File: config.mk
export PLATFORM = sky130hd
export DESIGN_NAME = serial_full_subtractor_flat
export DESIGN_NICKNAME = d
export VERILOG_FILES = /design/src/rtl/serial_full_subtractor_pkg.sv /design/src/rtl/serial_full_subtractor_if.sv /design/src/rtl/serial_full_subtractor_cell.sv /design/src/rtl/serial_full_subtractor.sv /design/src/flat_wrapper.sv
export SDC_FILE = /design/constraint.sdc
export NUM_CORES = 1
export LEC_CHECK = 0
export CORE_ASPECT_RATIO = 1.25
export CORE_MARGIN = 2
export CORE_UTILIZATION = 52
export CTS_CLUSTER_DIAMETER = 40
export DETAILED_ROUTE_END_ITERATION = 10
export MAX_ROUTING_LAYER = met4
export PLACE_DENSITY = 0.83
export SYNTH_ARGS = -nofsm -noshare
export SYNTH_HDL_FRONTEND = slang
export SYNTH_HIERARCHICAL = 1
export SYNTH_SLANG_ARGS = --single-unit
File: constraint.sdc
create_clock -name clk -period 2.3 [get_ports clk]
set_input_delay 0.46 -clock clk [delete_from_list [all_inputs] [get_ports clk]]
set_output_delay 0.46 -clock clk [all_outputs]
set_load 0.02 [all_outputs]
File: src/rtl/serial_full_subtractor_pkg.sv
// Shared definitions for the bit-serial adder/subtractor family:
// FSM state encoding and sizing helpers.
package serial_full_subtractor_pkg;

    localparam logic [1:0] STATE_IDLE  = 2'd0;
    localparam logic [1:0] STATE_SHIFT = 2'd1;
    localparam logic [1:0] STATE_DONE  = 2'd2;

    typedef enum logic [1:0] {
        ST_IDLE  = STATE_IDLE,
        ST_SHIFT = STATE_SHIFT,
        ST_DONE  = STATE_DONE
    } state_t;

    // Bit counter width; the +1 keeps the counter at least one bit wide
    // when the operand width is 1.
    function automatic int cnt_width(input int width);
        return $clog2(width) + 1;
    endfunction

endpackage

File: src/rtl/serial_full_subtractor_if.sv
// Producer/consumer handshake bundle for the serial subtractor.
// The block itself connects through the slave modport; whoever feeds
// operands and drains results uses the master modport.
interface serial_full_subtractor_if #(
    parameter int WIDTH = 8
);
    logic             in_valid;
    logic             in_ready;
    logic [WIDTH-1:0] a;
    logic [WIDTH-1:0] b;
    logic             bin;
    logic             out_valid;
    logic             out_ready;
    logic [WIDTH-1:0] diff;
    logic             bout;
    logic             busy;

    modport master (
        output in_valid, a, b, bin, out_ready,
        input  in_ready, out_valid, diff, bout, busy
    );

    modport slave (
        input  in_valid, a, b, bin, out_ready,
        output in_ready, out_valid, diff, bout, busy
    );
endinterface

File: src/rtl/serial_full_subtractor_cell.sv
// One-bit full subtractor: d = a - b - bin, with borrow-out.
// Purely combinational; the serial top time-multiplexes a single copy.
module full_subtractor_cell (
    input  logic a,
    input  logic b,
    input  logic bin,
    output logic d,
    output logic bout
);

    assign d    = a ^ b ^ bin;
    // Borrow when the minuend bit cannot cover b plus the incoming borrow.
    assign bout = (~a & b) | (~a & bin) | (b & bin);

endmodule

File: src/rtl/serial_full_subtractor.sv
// Bit-serial LSB-first subtractor: diff = a - b - bin over WIDTH cycles.
// Operands are captured on acceptance, shifted through one full-subtractor
// cell, and the result is held in DONE until the consumer takes it.
module serial_full_subtractor
    import serial_full_subtractor_pkg::*;
#(
    parameter int WIDTH = 8
) (
    input  logic                       clk,
    input  logic                       rst,
    serial_full_subtractor_if.slave    bus
);

    localparam int CNT_W = cnt_width(WIDTH);

    state_t             state_r;
    state_t             state_next_s;
    logic [WIDTH-1:0]   a_sh_r;
    logic [WIDTH-1:0]   b_sh_r;
    logic [WIDTH-1:0]   d_sh_r;
    logic [WIDTH-1:0]   d_sh_next_s;
    logic               brw_r;
    logic [CNT_W-1:0]   cnt_r;
    logic               cell_d_s;
    logic               cell_bo_s;
    logic               last_s;

    full_subtractor_cell u_cell (
        .a    (a_sh_r[0]),
        .b    (b_sh_r[0]),
        .bin  (brw_r),
        .d    (cell_d_s),
        .bout (cell_bo_s)
    );

    assign last_s = (cnt_r == CNT_W'(WIDTH - 1));

    // The new result bit enters at the MSB so that after WIDTH shifts the
    // first (LSB) bit has reached position 0. A 1-bit result has nothing
    // to shift, so it simply takes the cell output.
    generate
        if (WIDTH == 1) begin : g_res_w1
            assign d_sh_next_s = cell_d_s;
        end else begin : g_res_wn
            assign d_sh_next_s = {cell_d_s, d_sh_r[WIDTH-1:1]};
        end
    endgenerate

    // FSM state register.
    always_ff @(posedge clk or posedge rst) begin
        if (rst) begin
            state_r <= ST_IDLE;
        end else begin
            state_r <= state_next_s;
        end
    end

    // FSM next-state: accept in IDLE, WIDTH shift cycles, hold until drained.
    always_comb begin
        state_next_s = state_r;
        case (state_r)
            ST_IDLE: begin
                if (bus.in_valid) begin
                    state_next_s = ST_SHIFT;
                end else begin
                    state_next_s = ST_IDLE;
                end
            end
            ST_SHIFT: begin
                if (last_s) begin
                    state_next_s = ST_DONE;
                end else begin
                    state_next_s = ST_SHIFT;
                end
            end
            ST_DONE: begin
                if (bus.out_ready) begin
                    state_next_s = ST_IDLE;
                end else begin
                    state_next_s = ST_DONE;
                end
            end
            default: begin
                state_next_s = ST_IDLE;
            end
        endcase
    end

    // Datapath: capture operands on accept, shift one bit per SHIFT cycle,
    // hold everything otherwise so diff/bout stay stable in DONE.
    always_ff @(posedge clk or posedge rst) begin
        if (rst) begin
            a_sh_r <= {WIDTH{1'b0}};
            b_sh_r <= {WIDTH{1'b0}};
            d_sh_r <= {WIDTH{1'b0}};
            brw_r  <= 1'b0;
            cnt_r  <= {CNT_W{1'b0}};
        end else begin
            case (state_r)
                ST_IDLE: begin
                    if (bus.in_valid) begin
                        a_sh_r <= bus.a;
                        b_sh_r <= bus.b;
                        brw_r  <= bus.bin;
                        cnt_r  <= {CNT_W{1'b0}};
                    end
                end
                ST_SHIFT: begin
                    a_sh_r <= a_sh_r >> 1'b1;
                    b_sh_r <= b_sh_r >> 1'b1;
                    d_sh_r <= d_sh_next_s;
                    brw_r  <= cell_bo_s;
                    cnt_r  <= cnt_r + CNT_W'(1);
                end
                default: begin
                    a_sh_r <= a_sh_r;
                    b_sh_r <= b_sh_r;
                    d_sh_r <= d_sh_r;
                    brw_r  <= brw_r;
                    cnt_r  <= cnt_r;
                end
            endcase
        end
    end

    // Handshake and status flags decode straight from the state register,
    // so there is no combinational path from out_ready to in_ready.
    assign bus.in_ready  = (state_r == ST_IDLE);
    assign bus.out_valid = (state_r == ST_DONE);
    assign bus.busy      = (state_r != ST_IDLE);
    assign bus.diff      = d_sh_r;
    assign bus.bout      = brw_r;

endmodule

File: src/flat_wrapper.sv
// flat-port wrapper written by rule: the top's interface ports become plain ports
module serial_full_subtractor_flat import serial_full_subtractor_pkg::*;
#(
    parameter int WIDTH = 8
)
  (clk, rst, bus_in_valid, bus_a, bus_b, bus_bin, bus_out_ready, bus_in_ready, bus_out_valid, bus_diff, bus_bout, bus_busy);
  serial_full_subtractor_if #(.WIDTH(WIDTH)) bus_i ();
  input  logic clk;
  input  logic rst;
  input wire logic [$bits(bus_i.in_valid)-1:0] bus_in_valid;
  input wire logic [$bits(bus_i.a)-1:0] bus_a;
  input wire logic [$bits(bus_i.b)-1:0] bus_b;
  input wire logic [$bits(bus_i.bin)-1:0] bus_bin;
  input wire logic [$bits(bus_i.out_ready)-1:0] bus_out_ready;
  output wire logic [$bits(bus_i.in_ready)-1:0] bus_in_ready;
  output wire logic [$bits(bus_i.out_valid)-1:0] bus_out_valid;
  output wire logic [$bits(bus_i.diff)-1:0] bus_diff;
  output wire logic [$bits(bus_i.bout)-1:0] bus_bout;
  output wire logic [$bits(bus_i.busy)-1:0] bus_busy;
  assign bus_i.in_valid = bus_in_valid;
  assign bus_i.a = bus_a;
  assign bus_i.b = bus_b;
  assign bus_i.bin = bus_bin;
  assign bus_i.out_ready = bus_out_ready;
  assign bus_in_ready = bus_i.in_ready;
  assign bus_out_valid = bus_i.out_valid;
  assign bus_diff = bus_i.diff;
  assign bus_bout = bus_i.bout;
  assign bus_busy = bus_i.busy;
  serial_full_subtractor #(.WIDTH(WIDTH)) u_core (.clk(clk), .rst(rst), .bus(bus_i));
endmodule
==> metrics.cfg <==
[timing]
drv_slew = 0
period_needed_ps = 2150
rsz0062_at_grt = false
worst_slack_ps = 150
setup_tns_ps = 0
timing.fmax_ghz = 0.465
setup-violations-final = 0
slew_headroom = 0.541
min_period_over_period = 0.935
final_hold_viol_count = 0
skew_ps = 3.47
worstMarginPinSlew_ps = 687

[yosys]
synth.avg_cell_area_um2 = 9.67
yosysTopAreaCell = dfrtp_1
yosys_warnings = 6
synth_fp_nets = 168
yosys_register_bits = 31
synth_cells = 145
synth.area.top_cells = dfrtp_1 (55%), nand2_1 (12%), a22oi_1 (7.5%)
yosysTopAreaCellShare = 0.553
synthArstFlopShare = 1.00
synth_seq_area_share = 0.553
synth-main-ff-cell = dfrtp_1
synth_most_common_cell = nand2_1
ys_types = 25
synthesis.area_um2 = 1400
synth_edf_count = 0
yosys-top-cells-count = nand2_1 (43), dfrtp_1 (31), o21ai_0 (17), a22oi_1 (14), inv_1 (6)

[global_routing]
grt_max_degree = 32
grt_overflow = 0
grt_pass1_wl_um = 4580
grt_pass1_vias = 1071
grt_use_total = 0.210
antenna_found_initial = 0

[route]
drtIter0Drc = 47
drc = 0
routedWlPerCell_um = 13.1
viasPerCell = 5.38
ant_nets = 0
wirelength_um = 2780
vias = 1147
first_pass_iters = 5

[worst_setup_path]
crit_family = buffers and inverters
crit_required_ps = 1840
worstPathArrival_ps = 1690
start_kind = register
path_cells = nor2_1, clkdlybuf4s50_1
cp_slowest_cell = clkdlybuf4s50_1
crit_type = register to output pin
crit_buf_inv = 1
max_stage_delay_ps = 670
end_kind = output pin
worstPathMaxFanout = 5

[cts]
cts_hold_buf = 0
htree_levels = 2
clock_sinks = 31
ctsResizeCount = 0
clock_path_buffers = 2
cts_root_buf = clkbuf_4
cts_made_buffers = 5
post-cts-setup-buffers = 0
insertion_delay_ps = 320
clk_pin_slew_worst_paths_ps = 90
cts_tree = built

[floorplan]
die_h_um = 62.1
coreArea_um2 = 2630
ios = 33
die_area_um2 = 3130
fp.dieW_um = 50.5
fp-row-count = 21
start_util = 0.534

[placed_design]
placed_area_um2 = 1730
port_buffers = 32
hpwl_um = 1970
pre_cts_ws_ps = 378
dp.cells = 205
gp_congestion = 0.753

[flow_run]
drv_cap = 0

[power_and_ir_drop]
comb_power_share = 0.428
irDropWorstVdd_v = 0.000712
p_switching_w = 0.000812
intPower_w = 0.00130
clkPwrFrac = 0.137
power.leakage_nw = 0.811
p_per_area_nw_per_um2 = 1180
switching_share = 0.384
seqPwrFrac = 0.435

[run_status]
status = finished clean

[finish]
fin_cells = 213
drive_above_1_share = 0.0670
syn2layout_area_growth_pct = 27.2
diodes = 0
final_nets = 201
design_area_um2 = 1780

[min_path]
min_path_type = register to register

[kinds of logic after synthesis]
| kind of cell | share of synthesized area |
|---|---|
| DFF | 0.553 |
| AOI/OAI and AO/OA | 0.189 |
| muxes | 0.00803 |
| adders and majority gates | 0.0232 |
| and+or+nand+nor | 0.167 |
| buffers and inverters | 0.0598 |
[layer usage]
metal	global-route usage	vias up	wire length (um)
li1	-	558	-
met1	0.226	541	1160
met2	0.340	41	1370
met3	0.0789	7	189
met4	0.112	0	58
met5	-	-	0
[flip-flops by register name, indices dropped and copies added (netlist names)]
signal / cells
u_core/b_sh_r: 8
u_core/bus.diff: 8
u_core/cnt_r: 4
u_core/state_r: 2
u_core/bus.bout: 1
u_core/a_sh_r: 8
[final timing paths]
check                                  startpoint                 to  slack [ps]  cells after the start
worst max-delay path            u_core/state_r[1]       bus_in_ready         150                      2
worst min-delay path             u_core/a_sh_r[4]   u_core/a_sh_r[4]         490                      2
worst max register to register  u_core/state_r[0]  u_core/state_r[1]         750                      3
worst min register to register   u_core/a_sh_r[4]   u_core/a_sh_r[4]         490                      2
max in group asynchronous                     rst   u_core/a_sh_r[7]        1520                      3
min in group asynchronous                     rst    u_core/bus.bout         500                      3
[through the flow]
step | hold slack (ps) | power, W | utilization
2_1_floorplan | 450 | 0.00152 | -
3_3_place_gp | 458 | 0.00179 | 0.660
3_5_place_dp | 471 | 0.00184 | 0.660
4_1_cts | 492 | 0.00214 | 0.679
5_1_grt | 529 | 0.00230 | 0.679
6_report | 487 | 0.00211 | 0.679
[worst register-to-register path, stage by stage (launching register included)]
cell and delay, ps:
dfrtp_1 380, buf_4 280, nor2b_1 610, a22o_1 230
[area by class of cell]
class	count	area [um^2]
flip-flops and latches	31	776
inverters	6	22.5
clock buffers	7	45.0
fillers	214	843
well taps	34	42.5
repair buffers	36	350
multi-input cells	98	543
clock inverters	1	5.00
[placed cells by master (no fill, tap or decap), drive strengths merged]
cell type       n
a21oi           3
ha              1
nand2b          1
clkbuf          7
dfrtp          31
clkinv          1
clkdlybuf4s50  32
a2bb2oi         1
and3b           2
and2            1
o21ai          17
a22o            3
a32o            1
nand2          43
buf             4
a22oi          14
mux2            1
fa              1
nand3           1
nor2            3
inv             6
o31ai           1
o21bai          1
nor2b           3
[power by group through the flow]
stage / registers [W] / logic [W] / clock network, W
4_1_cts: 0.000920 / 0.000914 / 0.000304
3_5_place_dp: 0.000928 / 0.000916 / 0
5_1_grt: 0.000951 / 0.00102 / 0.000329
6_report: 0.000920 / 0.000905 / 0.000289
2_1_floorplan: 0.000985 / 0.000533 / 0
3_3_place_gp: 0.000918 / 0.000869 / 0
Power figures use the tool's default switching activity.
